===== src/rtl/ibm1620_timing_pkg.sv =====
// Shared timing constants and enums for the IBM 1620 core-memory cycle timer.
package ibm1620_timing_pkg;

    localparam int STEPS_DEF       = 20;
    localparam int RING_W_DEF      = STEPS_DEF / 2;
    localparam int READ_FIRST_DEF  = 0;
    localparam int READ_LAST_DEF   = 5;
    localparam int STROBE_STEP_DEF = 4;
    localparam int INH_FIRST_DEF   = 9;
    localparam int INH_LAST_DEF    = 16;
    localparam int WRITE_FIRST_DEF = 10;
    localparam int WRITE_LAST_DEF  = 15;

    typedef enum logic {
        ST_IDLE,
        ST_ACTIVE
    } state_e;

    // Coarse phase of a memory cycle, for debug display only.
    typedef enum logic [2:0] {
        PH_IDLE,
        PH_READ,
        PH_GAP,
        PH_WRITE,
        PH_TAIL
    } phase_e;

    function automatic phase_e phase_of(input logic active, input int step);
        if (!active)
            return PH_IDLE;
        if (step <= READ_LAST_DEF)
            return PH_READ;
        if (step < WRITE_FIRST_DEF)
            return PH_GAP;
        if (step <= WRITE_LAST_DEF)
            return PH_WRITE;
        return PH_TAIL;
    endfunction

endpackage


===== src/rtl/ibm1620_core_cycle_timer_step_window.sv =====
// Step-window decoder: gate is high while active and cnt lies in [FIRST..LAST].
module ibm1620_step_window
    import ibm1620_timing_pkg::*;
#(
    parameter int CW    = 5,
    parameter int FIRST = 0,
    parameter int LAST  = 0
) (
    input  logic [CW-1:0] cnt,
    input  logic          active,
    output logic          gate
);

    // Signed compare keeps FIRST=0 from becoming a constant-true unsigned test.
    assign gate = active && (int'(cnt) >= FIRST) && (int'(cnt) <= LAST);

endmodule


===== src/rtl/ibm1620_core_cycle_timer.sv =====
// IBM 1620 core-memory cycle timer: steps through one read/rewrite cycle per request.
//
//  state     | meaning
//  ----------+-----------------------------------------------------------
//  ST_IDLE   | no cycle in progress, cnt held at 0, all gates low
//  ST_ACTIVE | cycle running, cnt = current step, advances on step_en
//
// Every output except cycle_done is a flop loaded from the next-state decode,
// so outputs always line up with the step the counter currently holds.
// cycle_done needs the live step_en to mark only the qualified last clk.
module ibm1620_core_cycle_timer
    import ibm1620_timing_pkg::*;
#(
    parameter int STEPS       = STEPS_DEF,
    parameter int READ_FIRST  = READ_FIRST_DEF,
    parameter int READ_LAST   = READ_LAST_DEF,
    parameter int STROBE_STEP = STROBE_STEP_DEF,
    parameter int INH_FIRST   = INH_FIRST_DEF,
    parameter int INH_LAST    = INH_LAST_DEF,
    parameter int WRITE_FIRST = WRITE_FIRST_DEF,
    parameter int WRITE_LAST  = WRITE_LAST_DEF
) (
    input  logic               clk,
    input  logic               rst_n,
    input  logic               step_en,
    input  logic               cycle_req,
    output logic               busy,
    output logic [STEPS/2-1:0] t_ring,
    output logic               rd_drive,
    output logic               sense_strobe,
    output logic               inhibit_gate,
    output logic               wr_drive,
    output logic               cycle_done
);

    localparam int CW = $clog2(STEPS);
    localparam int RW = STEPS / 2;
    localparam logic [CW-1:0] LAST_CNT = CW'(STEPS - 1);

    // Parameter sanity: overlapping read/write drive would fight the X/Y lines.
    if ((STEPS < 8) || ((STEPS % 2) != 0)) begin : g_bad_steps
        $error("ibm1620_core_cycle_timer: STEPS must be even and >= 8");
    end
    if ((READ_FIRST <= WRITE_LAST) && (WRITE_FIRST <= READ_LAST)) begin : g_bad_overlap
        $error("ibm1620_core_cycle_timer: read and write drive windows overlap");
    end

    state_e          state_q, state_n;
    logic [CW-1:0]   cnt_q, cnt_n;
    logic            active_n;
    logic [RW-1:0]   ring_n;
    logic            rd_n, strobe_n, inh_n, wr_n, last_n;

    logic            busy_q, rd_q, strobe_q, inh_q, wr_q, last_q;
    logic [RW-1:0]   ring_q;

    // Next-state: start from idle, advance on step_en, wrap or retire on last step.
    always_comb begin
        state_n = state_q;
        cnt_n   = cnt_q;
        case (state_q)
            ST_IDLE: begin
                if (cycle_req && step_en) begin
                    state_n = ST_ACTIVE;
                    cnt_n   = '0;
                end
            end
            ST_ACTIVE: begin
                if (step_en) begin
                    if (cnt_q == LAST_CNT) begin
                        cnt_n   = '0;
                        state_n = cycle_req ? ST_ACTIVE : ST_IDLE;
                    end else begin
                        cnt_n = cnt_q + CW'(1);
                    end
                end
            end
            default: begin
                state_n = ST_IDLE;
                cnt_n   = '0;
            end
        endcase
    end

    assign active_n = (state_n == ST_ACTIVE);

    ibm1620_step_window #(.CW(CW), .FIRST(READ_FIRST), .LAST(READ_LAST)) u_win_read (
        .cnt    (cnt_n),
        .active (active_n),
        .gate   (rd_n)
    );

    ibm1620_step_window #(.CW(CW), .FIRST(STROBE_STEP), .LAST(STROBE_STEP)) u_win_strobe (
        .cnt    (cnt_n),
        .active (active_n),
        .gate   (strobe_n)
    );

    ibm1620_step_window #(.CW(CW), .FIRST(INH_FIRST), .LAST(INH_LAST)) u_win_inhibit (
        .cnt    (cnt_n),
        .active (active_n),
        .gate   (inh_n)
    );

    ibm1620_step_window #(.CW(CW), .FIRST(WRITE_FIRST), .LAST(WRITE_LAST)) u_win_write (
        .cnt    (cnt_n),
        .active (active_n),
        .gate   (wr_n)
    );

    // Ring position and last-step marker decoded from the next state.
    always_comb begin
        ring_n = '0;
        last_n = 1'b0;
        if (active_n) begin
            ring_n = RW'(1) << cnt_n[CW-1:1];
            last_n = (cnt_n == LAST_CNT);
        end
    end

    // State and output registers; synchronous active-low reset aborts any cycle.
    always_ff @(posedge clk) begin
        if (!rst_n) begin
            state_q  <= ST_IDLE;
            cnt_q    <= '0;
            busy_q   <= 1'b0;
            ring_q   <= '0;
            rd_q     <= 1'b0;
            strobe_q <= 1'b0;
            inh_q    <= 1'b0;
            wr_q     <= 1'b0;
            last_q   <= 1'b0;
        end else begin
            state_q  <= state_n;
            cnt_q    <= cnt_n;
            busy_q   <= active_n;
            ring_q   <= ring_n;
            rd_q     <= rd_n;
            strobe_q <= strobe_n;
            inh_q    <= inh_n;
            wr_q     <= wr_n;
            last_q   <= last_n;
        end
    end

    assign busy         = busy_q;
    assign t_ring       = ring_q;
    assign rd_drive     = rd_q;
    assign sense_strobe = strobe_q;
    assign inhibit_gate = inh_q;
    assign wr_drive     = wr_q;
    assign cycle_done   = last_q & step_en;

endmodule


===== config.mk =====
export PLATFORM = sky130hd
export DESIGN_NAME = ibm1620_core_cycle_timer
export DESIGN_NICKNAME = d
export VERILOG_FILES = /design/src/rtl/ibm1620_timing_pkg.sv /design/src/rtl/ibm1620_core_cycle_timer_step_window.sv /design/src/rtl/ibm1620_core_cycle_timer.sv
export SDC_FILE = /design/constraint.sdc
export NUM_CORES = 1
export LEC_CHECK = 0
export CAP_MARGIN = 20
export CORE_MARGIN = 2
export CORE_UTILIZATION = 51
export DETAILED_ROUTE_END_ITERATION = 7
export GPL_ROUTABILITY_DRIVEN = 0
export GPL_TIMING_DRIVEN = 0
export PLACE_DENSITY = 0.81
export SYNTH_ARGS = -nofsm -noshare
export SYNTH_HDL_FRONTEND = slang
export SYNTH_HIERARCHICAL = 1
export SYNTH_SLANG_ARGS = --single-unit

===== constraint.sdc =====
create_clock -name clk -period 4 [get_ports clk]
set_clock_uncertainty 0.15 [all_clocks]
set_input_delay 0.8 -clock clk [delete_from_list [all_inputs] [get_ports clk]]
set_output_delay 0.8 -clock clk [all_outputs]
set_load 0.02 [all_outputs]

==> qor.txt <==
capture point of the worst path: cycle_done
worst setup path start: step_en
slack of the worst reg-to-reg path: 1.75 ns
arrival time reported for the critical path endpoint: 1.72 ns
count of hold buffers inserted by post-cts repair: 0
share of synthesized cell area in full adder, half adder and majority cells: 1.39%
total track usage: 18.9%
most common cell in the netlist: dfxtp_1
post-synthesis simple-gate area fraction: 31.3%
worst-path cell with the longest stage delay: clkdlybuf4s50_1
Row Count: 15
Max rail drop VDD: 0.000228 V
area overhead of the layout relative to synthesis: 25.4%
Synth Area in XOR/XNOR: 0.971%
Main synth FF type: dfxtp_1
number of remaining DRC errors: 0
Vias/cell: 5.41
Detailed Route Iter0 Violations: 16
crit path kind: in -> out
post-synth design cell area: 902 sq um
Setup crit start kind: primary input
fraction of layout cells with a size suffix above 1: 14.7%
final number of max-transition violations: 0
critical path endpoint category: output pin
compound-gate portion of the synthesized area: 13.9%
non-filler instance count after layout: 133
net count of the finished layout: 122
clock tree from TritonCTS: done
Avg Inst Size Synth: 9.60 sq um
number of gates on the worst path with buffers counted: 3
number of CTS-inserted buffers: 3
final core area utilization: 67.0%
setup-violating endpoint count in the final report: 0
count of warnings emitted by yosys: 6
share of the synthesized area in the top cell type: 46.6%
total length of routed wires: 1730 microns
placement-stage worst setup slack: 1.26 ns
Hold/Removal Path Class: reg -> reg
leakage power figure: 0.482 nW
number of cells upsized or downsized after cts: 0
setup TNS: 0 ns
Hold Vio Cnt, Final: 0
clock transition at the register clock pins on the worst setup and hold paths after CTS: 0.12 ns
HPWL after detailed placement: 1260 microns
RSZ-0062 raised after global routing: no
ordered cell list for the critical path: buf_2 -> and2_1 -> clkdlybuf4s50_1
required time of the worst setup path: 3.05 ns
minimum setup slack in the final design: 1.33 ns
count of inserted antenna diode cells: 0
number of cells on the worst reg-to-reg path: 8
cells after synthesis: 94
post-detailed-route count of antenna-violating nets: 0
kind of cell with the highest combined delay on the critical path: buffers and inverters
setup bufs post-CTS: 0
power per standard cell area: 310 mW/mm^2
Largest stage delay, worst path: 0.59 ns
number of buffers inserted by port buffering: 18
result of the run: finished clean
number of primary I/O pins: 20
library cell occupying the most area in the post-synthesis netlist: dfxtp_1
ys async rst share: 0%
minimum clock period: 2.67 ns
period utilisation layout: 66.7%
drt first pass iters: 4
library cell used as clock root buffer: clkbuf_4
max cap viols: 0
post-synthesis cell type count: 33
critical register-to-register path startpoint: cnt_q[0]$_SDFF_PN0_
commonest cells in the synthesized netlist: 21 x dfxtp_1, 11 x nor2_1, 8 x nand2_1
Slew Limit Headroom: 72.8%
H-tree depth: 1
number of inserted filler cells in the final layout: 141
die extent in y: 46.1 microns
placed cells: 129
number of antenna violations at the first check in global routing: 0
slew at the pin closest to its max-slew limit: 0.408 ns
global route total overflow: 0
cell depth of the worst min-delay path: 2
number of enable flip-flop cells after synthesis: 0
clock sink total: 21
peak fanout along the critical path: 9
horizontal extent of the die: 46.1 microns
Core Region: 0.00169 sq mm
Die Footprint: 0.00212 sq mm
pin count of the biggest net entering global routing: 13
number of buffers and inverters on the critical path: 2
sequential area share after synthesis: 46.6%
Hold Slack: 0.526 ns
effective utilization at floorplan: 53.4%
total number of vias: 719
first-pass GRT wire length: 2790 microns
Post-Synthesis Net Count: 99
endpoint of the worst-slack reg-to-reg timing path: sense_strobe$_SDFF_PN0_
mux cell area share after synthesis: 2.22%
Clock Latency Late Sink: 0.32 ns
routed length per instance: 13.0 microns
clock buffer depth: 2
via count of the first global-routing pass: 650
register bit count reported by yosys: 21
largest cells by area after synthesis: dfxtp_1 47%, and2_1 4.9%, nor2_1 4.6%
Fmax achieved: 375 MHz
largest family of logic cells by synthesized area: simple AND/OR/NAND/NOR gates
## state kept, by name (all words and copies together) (netlist names)
signal	flops
t_ring	10
last_q	1
sense_strobe	1
rd_drive	1
inhibit_gate	1
wr_drive	1
busy	1
cnt_q	5
## routing by layer
layer	GRT usage (%)	wire length (microns)	vias up
met4	12.0	51	0
met3	4.71	68	8
met5	0	0	-
met2	28.6	768	19
met1	23.8	842	328
li1	-	-	364
## layout by cell type, fill, tap and decap left out, drive strengths merged
master,Yosys,layout
a21oi,3,3
a2111oi,1,1
buf,2,2
clkinv,0,1
clkdlybuf4s50,0,18
nand4b,1,1
a211oi,2,2
nand4bb,1,1
inv,5,5
nor3b,1,1
ha,1,1
nand2b,3,3
o211a,1,1
o31ai,1,1
nor2b,6,6
and3b,1,1
o21ai,1,1
mux2i,2,2
nand3b,2,2
nand2,8,8
dfxtp,21,21
a21o,1,1
a32oi,1,1
nand4,1,1
clkbuf,1,4
xnor2,1,1
nor3,3,3
nor2,12,12
nand3,2,2
a221oi,1,1
and2,7,7
o211ai,1,1
## worst reg2reg max path, delay by kind of cell (launching register included)
family	cells	cell delay (ns)
buffers and inverters	1	0.18
DFF	1	0.40
adders and majority gates	1	0.24
AOI/OAI and AO/OA	2	0.57
and+or+nand+nor	4	0.65
## worst min path at each step
stage / from / endpoint
2_1_floorplan: cnt_q[0]$_SDFF_PN0_ / cnt_q[0]$_SDFF_PN0_
5_1_grt: cnt_q[0]$_SDFF_PN0_ / cnt_q[0]$_SDFF_PN0_
4_1_cts: cnt_q[0]$_SDFF_PN0_ / cnt_q[0]$_SDFF_PN0_
3_3_place_gp: cnt_q[0]$_SDFF_PN0_ / cnt_q[0]$_SDFF_PN0_
6_report: cnt_q[0]$_SDFF_PN0_ / cnt_q[0]$_SDFF_PN0_
3_5_place_dp: cnt_q[0]$_SDFF_PN0_ / cnt_q[0]$_SDFF_PN0_
## power breakdown
group / internal [W] / total (W) / switching, W
clock network: 0.0000375 / 0.000108 / 0.0000706
registers: 0.000212 / 0.000213 / 0.00000114
logic: 0.0000123 / 0.0000293 / 0.0000171
total: 0.000261 / 0.000350 / 0.0000888
## area by class of cell
| class | instances | area (sq um) | area share, % |
|---|---|---|---|
| Buffer | 3 | 13.8 | 1.22 |
| Clock buffer | 3 | 22.5 | 1.99 |
| Clock inverter | 1 | 5.00 | 0.442 |
| Inverter | 5 | 18.8 | 1.66 |
| Multi-Input combinational cell | 65 | 449 | 39.7 |
| Sequential cell | 21 | 420 | 37.2 |
| Tap cell | 17 | 21.3 | 1.88 |
| Timing Repair Buffer | 18 | 180 | 15.9 |
## stage by stage
step | total power (W) | cell area, sq um
6_report | 0.000350 | 1130
4_1_cts | 0.000347 | 1130
3_5_place_dp | 0.000247 | 1100
3_3_place_gp | 0.000246 | 1100
5_1_grt | 0.000360 | 1130
2_1_floorplan | 0.000237 | 902
## cells by family (layout without fill, tap and decap cells)
logic type / Yosys count / after routing
AOI/OAI and AO/OA: 13 / 13
xor gates and xnor gates: 1 / 1
adders and majority gates: 1 / 1
buffers and inverters: 8 / 30
DFF: 21 / 21
muxes: 2 / 2
and+or+nand+nor: 48 / 48
Power figures use the tool's default switching activity.
